$ cat config.mk
export PLATFORM = sky130hd
export DESIGN_NAME = pcp_host_ctrl
export DESIGN_NICKNAME = d
export VERILOG_FILES = /design/src/rtl/pcp_host_ctrl.sv
export SDC_FILE = /design/constraint.sdc
export NUM_CORES = 2
export LEC_CHECK = 0
export BUFFER_PORTS_ARGS = -buffer_cell sky130_fd_sc_hd__buf_2
export CAP_MARGIN = 30
export CORE_UTILIZATION = 42
export CTS_CLUSTER_DIAMETER = 60
export DETAILED_ROUTE_END_ITERATION = 10
export PLACE_DENSITY_LB_ADDON = 0.08
export SYNTH_ARGS = -nofsm -noshare
export SYNTH_HDL_FRONTEND = slang
export SYNTH_SLANG_ARGS = --single-unit
$ cat constraint.sdc
create_clock -name i_clock -period 2.63 [get_ports i_clock]
set_clock_uncertainty 0.2 [all_clocks]
set_input_delay 0.526 -clock i_clock [delete_from_list [all_inputs] [get_ports i_clock]]
set_output_delay 0.526 -clock i_clock [all_outputs]
set_load 0.1 [all_outputs]
$ cat src/rtl/pcp_host_ctrl.sv
// rtl/pcp_host_ctrl.sv - host-side sequencer for the PCP core memories and runs
//
// Converts a 32-bit command/beat stream into PCP IMEM/DMEM write cycles, DMEM
// read-back beats and PCP run control. This block is the only external master
// of the PCP memories and the only initiator of PCP runs.
//
// Ports:
//   i_clock, i_nreset                 clock, asynchronous active-low reset
//   i_cmd_valid/o_cmd_ready           command handshake (ready only in IDLE)
//   i_cmd_op                          0 LOAD_IMEM, 1 LOAD_DMEM, 2 RUN, 3 READ_DMEM
//   i_cmd_addr, i_cmd_count           start word address, word count minus 1
//   i_cmd_offset                      IMEM offset used during RUN
//   i_wr_data/i_wr_valid/o_wr_ready   load beat stream, first beat in the LSBs
//   o_rd_data/o_rd_valid/i_rd_ready   DMEM read-back beat stream
//   o_busy                            high whenever the sequencer is not idle
//   o_run_cycles                      cycles spent in the last RUN (saturating)
//   o_pcp_active, o_pcp_imem_offset   PCP run controls
//   i_pcp_nbusy, i_pcp_done           PCP status (nbusy is not used)
//   o_imem_addr/o_imem_in/o_imem_we   IMEM write port (75-bit words)
//   o_dmem_addr/o_dmem_in/o_dmem_we   DMEM port (256-bit words)
//   i_dmem_out                        DMEM read data, one cycle after address

module pcp_host_ctrl (
    input  logic         i_clock,
    input  logic         i_nreset,
    input  logic         i_cmd_valid,
    output logic         o_cmd_ready,
    input  logic [1:0]   i_cmd_op,
    input  logic [9:0]   i_cmd_addr,
    input  logic [9:0]   i_cmd_count,
    input  logic [3:0]   i_cmd_offset,
    input  logic [31:0]  i_wr_data,
    input  logic         i_wr_valid,
    output logic         o_wr_ready,
    output logic [31:0]  o_rd_data,
    output logic         o_rd_valid,
    input  logic         i_rd_ready,
    output logic         o_busy,
    output logic [31:0]  o_run_cycles,
    output logic         o_pcp_active,
    output logic [3:0]   o_pcp_imem_offset,
    input  logic         i_pcp_nbusy,
    input  logic         i_pcp_done,
    output logic [9:0]   o_imem_addr,
    output logic [74:0]  o_imem_in,
    output logic         o_imem_we,
    output logic [9:0]   o_dmem_addr,
    output logic [255:0] o_dmem_in,
    output logic         o_dmem_we,
    input  logic [255:0] i_dmem_out
);

    localparam logic [1:0] OP_LOAD_IMEM = 2'd0;
    localparam logic [1:0] OP_RUN       = 2'd2;
    localparam logic [1:0] OP_READ_DMEM = 2'd3;

    typedef enum logic [2:0] {
        S_IDLE    = 3'd0,
        S_LOAD    = 3'd1,
        S_WRITE   = 3'd2,
        S_RD_ADDR = 3'd3,
        S_RD_CAP  = 3'd4,
        S_RD_SEND = 3'd5,
        S_RUN     = 3'd6
    } state_t;

    state_t         r_state;
    logic [1:0]     r_op;
    logic [9:0]     r_addr;
    logic [9:0]     r_count;
    logic [2:0]     r_beat;
    // Word assembler: beats enter at the top and move down, so after the
    // final beat of a word the oldest beat sits in the lowest filled slot.
    // The last beat is taken straight from i_wr_data, hence only 7 slots.
    logic [223:0]   r_asm;
    // Upper 224 bits of the captured DMEM word; bits [31:0] live in o_rd_data.
    logic [223:0]   r_rd_shift;
    logic [31:0]    r_run_cycles;

    logic           w_last_beat;
    logic           w_unused;

    assign w_last_beat  = (r_op == OP_LOAD_IMEM) ? (r_beat == 3'd2) : (r_beat == 3'd7);
    assign o_run_cycles = r_run_cycles;
    assign w_unused     = i_pcp_nbusy;

    always_ff @(posedge i_clock or negedge i_nreset) begin
        if (!i_nreset) begin
            r_state           <= S_IDLE;
            r_op              <= 2'd0;
            r_addr            <= 10'd0;
            r_count           <= 10'd0;
            r_beat            <= 3'd0;
            r_asm             <= '0;
            r_rd_shift        <= '0;
            r_run_cycles      <= 32'd0;
            o_cmd_ready       <= 1'b1;
            o_wr_ready        <= 1'b0;
            o_rd_data         <= 32'd0;
            o_rd_valid        <= 1'b0;
            o_busy            <= 1'b0;
            o_pcp_active      <= 1'b0;
            o_pcp_imem_offset <= 4'd0;
            o_imem_addr       <= 10'd0;
            o_imem_in         <= '0;
            o_imem_we         <= 1'b0;
            o_dmem_addr       <= 10'd0;
            o_dmem_in         <= '0;
            o_dmem_we         <= 1'b0;
        end else begin
            case (r_state)
                S_IDLE: begin
                    if (i_cmd_valid && o_cmd_ready) begin
                        r_op        <= i_cmd_op;
                        r_addr      <= i_cmd_addr;
                        r_count     <= i_cmd_count;
                        r_beat      <= 3'd0;
                        o_cmd_ready <= 1'b0;
                        o_busy      <= 1'b1;
                        case (i_cmd_op)
                            OP_RUN: begin
                                r_state           <= S_RUN;
                                r_run_cycles      <= 32'd0;
                                o_pcp_active      <= 1'b1;
                                o_pcp_imem_offset <= i_cmd_offset;
                            end
                            OP_READ_DMEM: begin
                                r_state     <= S_RD_ADDR;
                                o_dmem_addr <= i_cmd_addr;
                            end
                            default: begin
                                r_state    <= S_LOAD;
                                o_wr_ready <= 1'b1;
                            end
                        endcase
                    end
                end

                S_LOAD: begin
                    if (i_wr_valid) begin
                        r_asm <= {i_wr_data, r_asm[223:32]};
                        if (w_last_beat) begin
                            r_state    <= S_WRITE;
                            o_wr_ready <= 1'b0;
                            r_beat     <= 3'd0;
                            if (r_op == OP_LOAD_IMEM) begin
                                // Beats 0 and 1 sit in the top two slots; bits 95:75 drop.
                                o_imem_addr <= r_addr;
                                o_imem_in   <= {i_wr_data[10:0], r_asm[223:160]};
                                o_imem_we   <= 1'b1;
                            end else begin
                                o_dmem_addr <= r_addr;
                                o_dmem_in   <= {i_wr_data, r_asm};
                                o_dmem_we   <= 1'b1;
                            end
                        end else begin
                            r_beat <= r_beat + 3'd1;
                        end
                    end
                end

                S_WRITE: begin
                    o_imem_we <= 1'b0;
                    o_dmem_we <= 1'b0;
                    r_addr    <= r_addr + 10'd1;
                    if (r_count == 10'd0) begin
                        r_state     <= S_IDLE;
                        o_cmd_ready <= 1'b1;
                        o_busy      <= 1'b0;
                    end else begin
                        r_count    <= r_count - 10'd1;
                        r_state    <= S_LOAD;
                        o_wr_ready <= 1'b1;
                    end
                end

                // Address was presented on entry; memory returns data next cycle.
                S_RD_ADDR: begin
                    r_state <= S_RD_CAP;
                end

                S_RD_CAP: begin
                    o_rd_data  <= i_dmem_out[31:0];
                    r_rd_shift <= i_dmem_out[255:32];
                    o_rd_valid <= 1'b1;
                    r_beat     <= 3'd0;
                    r_state    <= S_RD_SEND;
                end

                S_RD_SEND: begin
                    if (i_rd_ready) begin
                        if (r_beat == 3'd7) begin
                            o_rd_valid <= 1'b0;
                            r_addr     <= r_addr + 10'd1;
                            if (r_count == 10'd0) begin
                                r_state     <= S_IDLE;
                                o_cmd_ready <= 1'b1;
                                o_busy      <= 1'b0;
                            end else begin
                                r_count     <= r_count - 10'd1;
                                o_dmem_addr <= r_addr + 10'd1;
                                r_state     <= S_RD_ADDR;
                            end
                        end else begin
                            o_rd_data  <= r_rd_shift[31:0];
                            r_rd_shift <= {32'd0, r_rd_shift[223:32]};
                            r_beat     <= r_beat + 3'd1;
                        end
                    end
                end

                S_RUN: begin
                    if (r_run_cycles != 32'hFFFF_FFFF) begin
                        r_run_cycles <= r_run_cycles + 32'd1;
                    end
                    // A zero count marks the first RUN cycle, where a done left
                    // over from a previous run must not end this one.
                    if (i_pcp_done && (r_run_cycles != 32'd0)) begin
                        r_state           <= S_IDLE;
                        o_pcp_active      <= 1'b0;
                        o_pcp_imem_offset <= 4'd0;
                        o_cmd_ready       <= 1'b1;
                        o_busy            <= 1'b0;
                    end
                end

                default: begin
                    r_state     <= S_IDLE;
                    o_cmd_ready <= 1'b1;
                    o_busy      <= 1'b0;
                end
            endcase
        end
    end

endmodule
==> summary.txt <==
Outcome
  – Status: complete, no violations

Clock network
  – Buffer type at the clock tree root: clkbuf_16
  – Maximum number of buffers from clock root to sink: 3
  – CTS tree: done
  – CTS buffer count: 100
  – H-Tree Depth: 3
  – Clock latency of the later-clocked register in the worst-skew pair: 660 ps
  – Clock sink count: 902
  – Clock edge transition at the registers on the reported setup and hold paths: 60 ps
  – Post-CTS Repair Setup Buffers: 0

Critical path
  – Endpoint of the worst register-to-register path: o_imem_in[63]
  – Register-to-register setup slack: 60 ps
  – Largest fanout on the critical path: 32
  – R2R Path Start: r_beat[0]
  – Type of element launching the critical path: register
  – Required time worst endpoint: 2980 ps
  – Depth of the most critical reg-to-reg path: 7
  – Critical path type: reg -> reg
  – Arrival @ worst endpoint: 2930 ps
  – Start point of the critical path: r_beat[0]
  – Critical Path End: o_imem_in[63]
  – CP Capture Type: register

Yosys
  – Gate Count Post-Synth: 3,076
  – Top cell type's share of synthesized area: 0.6114
  – Seq/Total Area, Yosys: 0.6121
  – Post-synthesis sequential element count: 902
  – Commonest register cell after synthesis: dfrtp_1
  – Most area-hungry cell type in the Yosys netlist: dfrtp_1
  – Count of distinct cell types in the synthesized netlist: 68
  – Number of flops mapped to enable cells by yosys: 0
  – Async S/R FF share, synth: 1.000
  – Area contributors post-synth: dfrtp_1 (61%), mux2_2 (17%), nand2_1 (5.3%)
  – Most instantiated cells after synthesis: dfrtp_1 (901), mux2_2 (573), nand2_1 (518)
  – Most repeated cell in the gate-level netlist after synthesis: dfrtp_1
  – Yosys Warn Count: 0
  – Net Count, Synth: 3,404
  – Cell Area, Synth: 36,880 sq um
  – Mean instance size in the synthesized netlist: 11.99 sq um

Drt
  – Detailed route wirelength on metal3: 5648 microns
  – Final antenna-violating net count: 0
  – Aggregate routed wire length: 111,800 microns
  – Met2 Routed Length: 51,050 microns
  – Residual DRC: 0
  – Number of violations reported at the end of detailed-routing iteration 0: 1,650
  – Drt via density: 5.146
  – Number of detailed-route iterations in the first pass: 6
  – Met1 Routed Length: 51,040 microns
  – Highest metal used: met5
  – Average wire per cell in the routed design: 20.70 microns
  – Vias after detailed routing: 27,793

Min path
  – Type of the worst min-delay path: in -> reg

Floorplan
  – Boundary pin count: 747
  – Die Y: 298.3 microns
  – Die Area: 88,990 sq um
  – Row count: 108
  – DIE WIDTH: 298.3 microns
  – Effective utilization at floorplan: 0.4244
  – Core outline area: 86,890 sq um

GRT
  – Number of global-route vias before repair: 28,250
  – Antenna violations before repair: 15
  – First-pass GRT wire length: 172,100 microns
  – Maximum number of pins on one net before global-route repair: 91
  – Total congestion overflow after global routing: 0
  – Total routing resource utilization after global routing: 0.2502

Cells and area
  – Post-synthesis to final-layout area growth: 33.86%
  – Net total in the final layout: 4,482
  – Layout cell share with drive strength beyond 1: 0.3912
  – Util after Layout: 0.5681
  – Cell area after layout: 49,360 sq um
  – Fill cells: 7,423

Job
  – Max capacitance violation total: 0

Power and ir drop
  – Power Density: 1240 nW/um^2
  – Comb pwr share: 0.398
  – Flop pwr share: 0.372
  – Share of power burned in the clock network: 0.230
  – Switching pwr: 0.02671 W
  – Static power due to leakage: 24.08 nW
  – Pint: 0.03451 W
  – Fraction of power spent switching nets: 0.4363
  – Largest voltage drop on the vdd net: 1.175 mV

Placed design
  – Placed instance area: 42,970 sq um
  – IO Port Bufs: 745
  – Final HPWL DP: 79,840 microns
  – Final GP Congestion: 0.8653
  – Minimum setup slack after placement: 7.191 ps

STA
  – Final setup margin: 56.38 ps
  – Final count of hold timing violations: 0
  – Part of the cycle the worst path needs: 0.9786
  – Worst slew margin relative to its limit: 0.5855
  – Number of pins exceeding their max-slew limit in the final report: 0
  – Actual transition at the worst max-transition pin: 621.8 ps
  – Final setup violation count: 0
  – WHS: 40.49 ps
  – Setup repair after global routing missed its margin: false
  – Fmax: 0.3886 GHz
  – Min Clock Period, post-route: 2574 ps
  – Fin Setup TNS: 0 ps
## worst max-delay path, cell delays in order, from the launching register on
cell and delay [ps]:
dfrtp_1 410, inv_1 70, ha_1 130, or4b_4 480
a21oi_4 250, nand3_4 300, buf_12 320, mux2_2 300
## power by group through the flow
stage / sequential (W) / combinational [W] / clock (W)
2_1_floorplan: 0.0307 / 0.00939 / 0
3_3_place_gp: 0.0228 / 0.0239 / 0
3_5_place_dp: 0.0230 / 0.0241 / 0
4_1_cts: 0.0227 / 0.0245 / 0.0144
5_1_grt: 0.0234 / 0.0259 / 0.0149
6_report: 0.0228 / 0.0244 / 0.0141
## kinds of logic after synthesis
family | synth area share
buffers and inverters | 0.02433
and+or+nand+nor | 0.1061
adders and majority gates | 0.002375
xor gates and xnor gates | 0.001900
AOI/OAI and AO/OA | 0.07485
DFF | 0.6121
muxes | 0.1784
## cell usage in the layout, fill, tap and decap left out, drive strengths merged, types with 4 or more instances in the layout
cell type / n
dfrtp: 901
inv: 18
dlygate4sd3: 299
nor4: 11
a22oi: 7
and3: 8
o211ai: 7
nand3: 26
clkbuf: 154
nor2: 265
o31ai: 6
xor2: 4
a21o: 6
nor3: 24
mux2: 576
clkinv: 18
a22o: 38
o21ai: 54
xnor2: 4
nor2b: 5
or3: 17
nand4: 25
ha: 7
buf: 880
nand2: 518
or4: 8
nand2b: 9
mux2i: 8
o22ai: 5
diode: 13
a31o: 4
a211oi: 4
a21oi: 41
a31oi: 235
bufinv: 4
## metrics by stage
step	power (W)	instances
after floorplan	0.04008	3076
after global placement	0.04673	4908
after detailed placement	0.04702	4908
after CTS	0.06163	5388
after global routing	0.06433	5399
final	0.06122	5401
## state kept, by name, indices dropped and copies added (netlist names), 32 cells and up
| name | flops |
|---|---|
| o_imem_in | 75 |
| r_rd_shift | 224 |
| r_asm | 224 |
| o_rd_data | 32 |
| o_dmem_in | 256 |
| o_run_cycles | 32 |
## final cells by class
type	count	area (sq um)	share of cell area
inverter	14	52.55	0.001065
timing repair buffer	1179	8396	0.1701
clock buffer	154	2975	0.06028
tap	1155	1445	0.02928
clock inverter	27	389.1	0.007883
antenna	13	32.53	0.0006590
sequential	902	22590	0.4577
multi-input combinational	1957	13480	0.2730
## repair_timing
action | in CTS | in global routing
endpoints found under the hold margin | 392 | 0
hold buffers | 299 | 0
setup endpoints to repair | 0 | 249
gates resized for setup | 0 | 2
## layer usage
| layer | vias up | GRT usage |
|---|---|---|
| li1 | 13008 | - |
| met1 | 13788 | 0.3505 |
| met2 | 770 | 0.3876 |
| met3 | 221 | 0.04572 |
| met4 | 6 | 0.09414 |
| met5 | - | 0 |
## how the worst min path moves through the flow
stage / from / to / slack (ps) / depth (start not counted)
after floorplan: i_nreset / o_busy / 30 / 0
after global placement: o_pcp_active / o_pcp_active / 270 / 1
after detailed placement: o_pcp_active / o_pcp_active / 280 / 1
after CTS: i_cmd_op[1] / r_op[1] / 8 / 2
after global routing: i_dmem_out[109] / r_rd_shift[77] / 20 / 3
final: i_dmem_out[109] / r_rd_shift[77] / 40 / 3
Power figures use the tool's default switching activity.
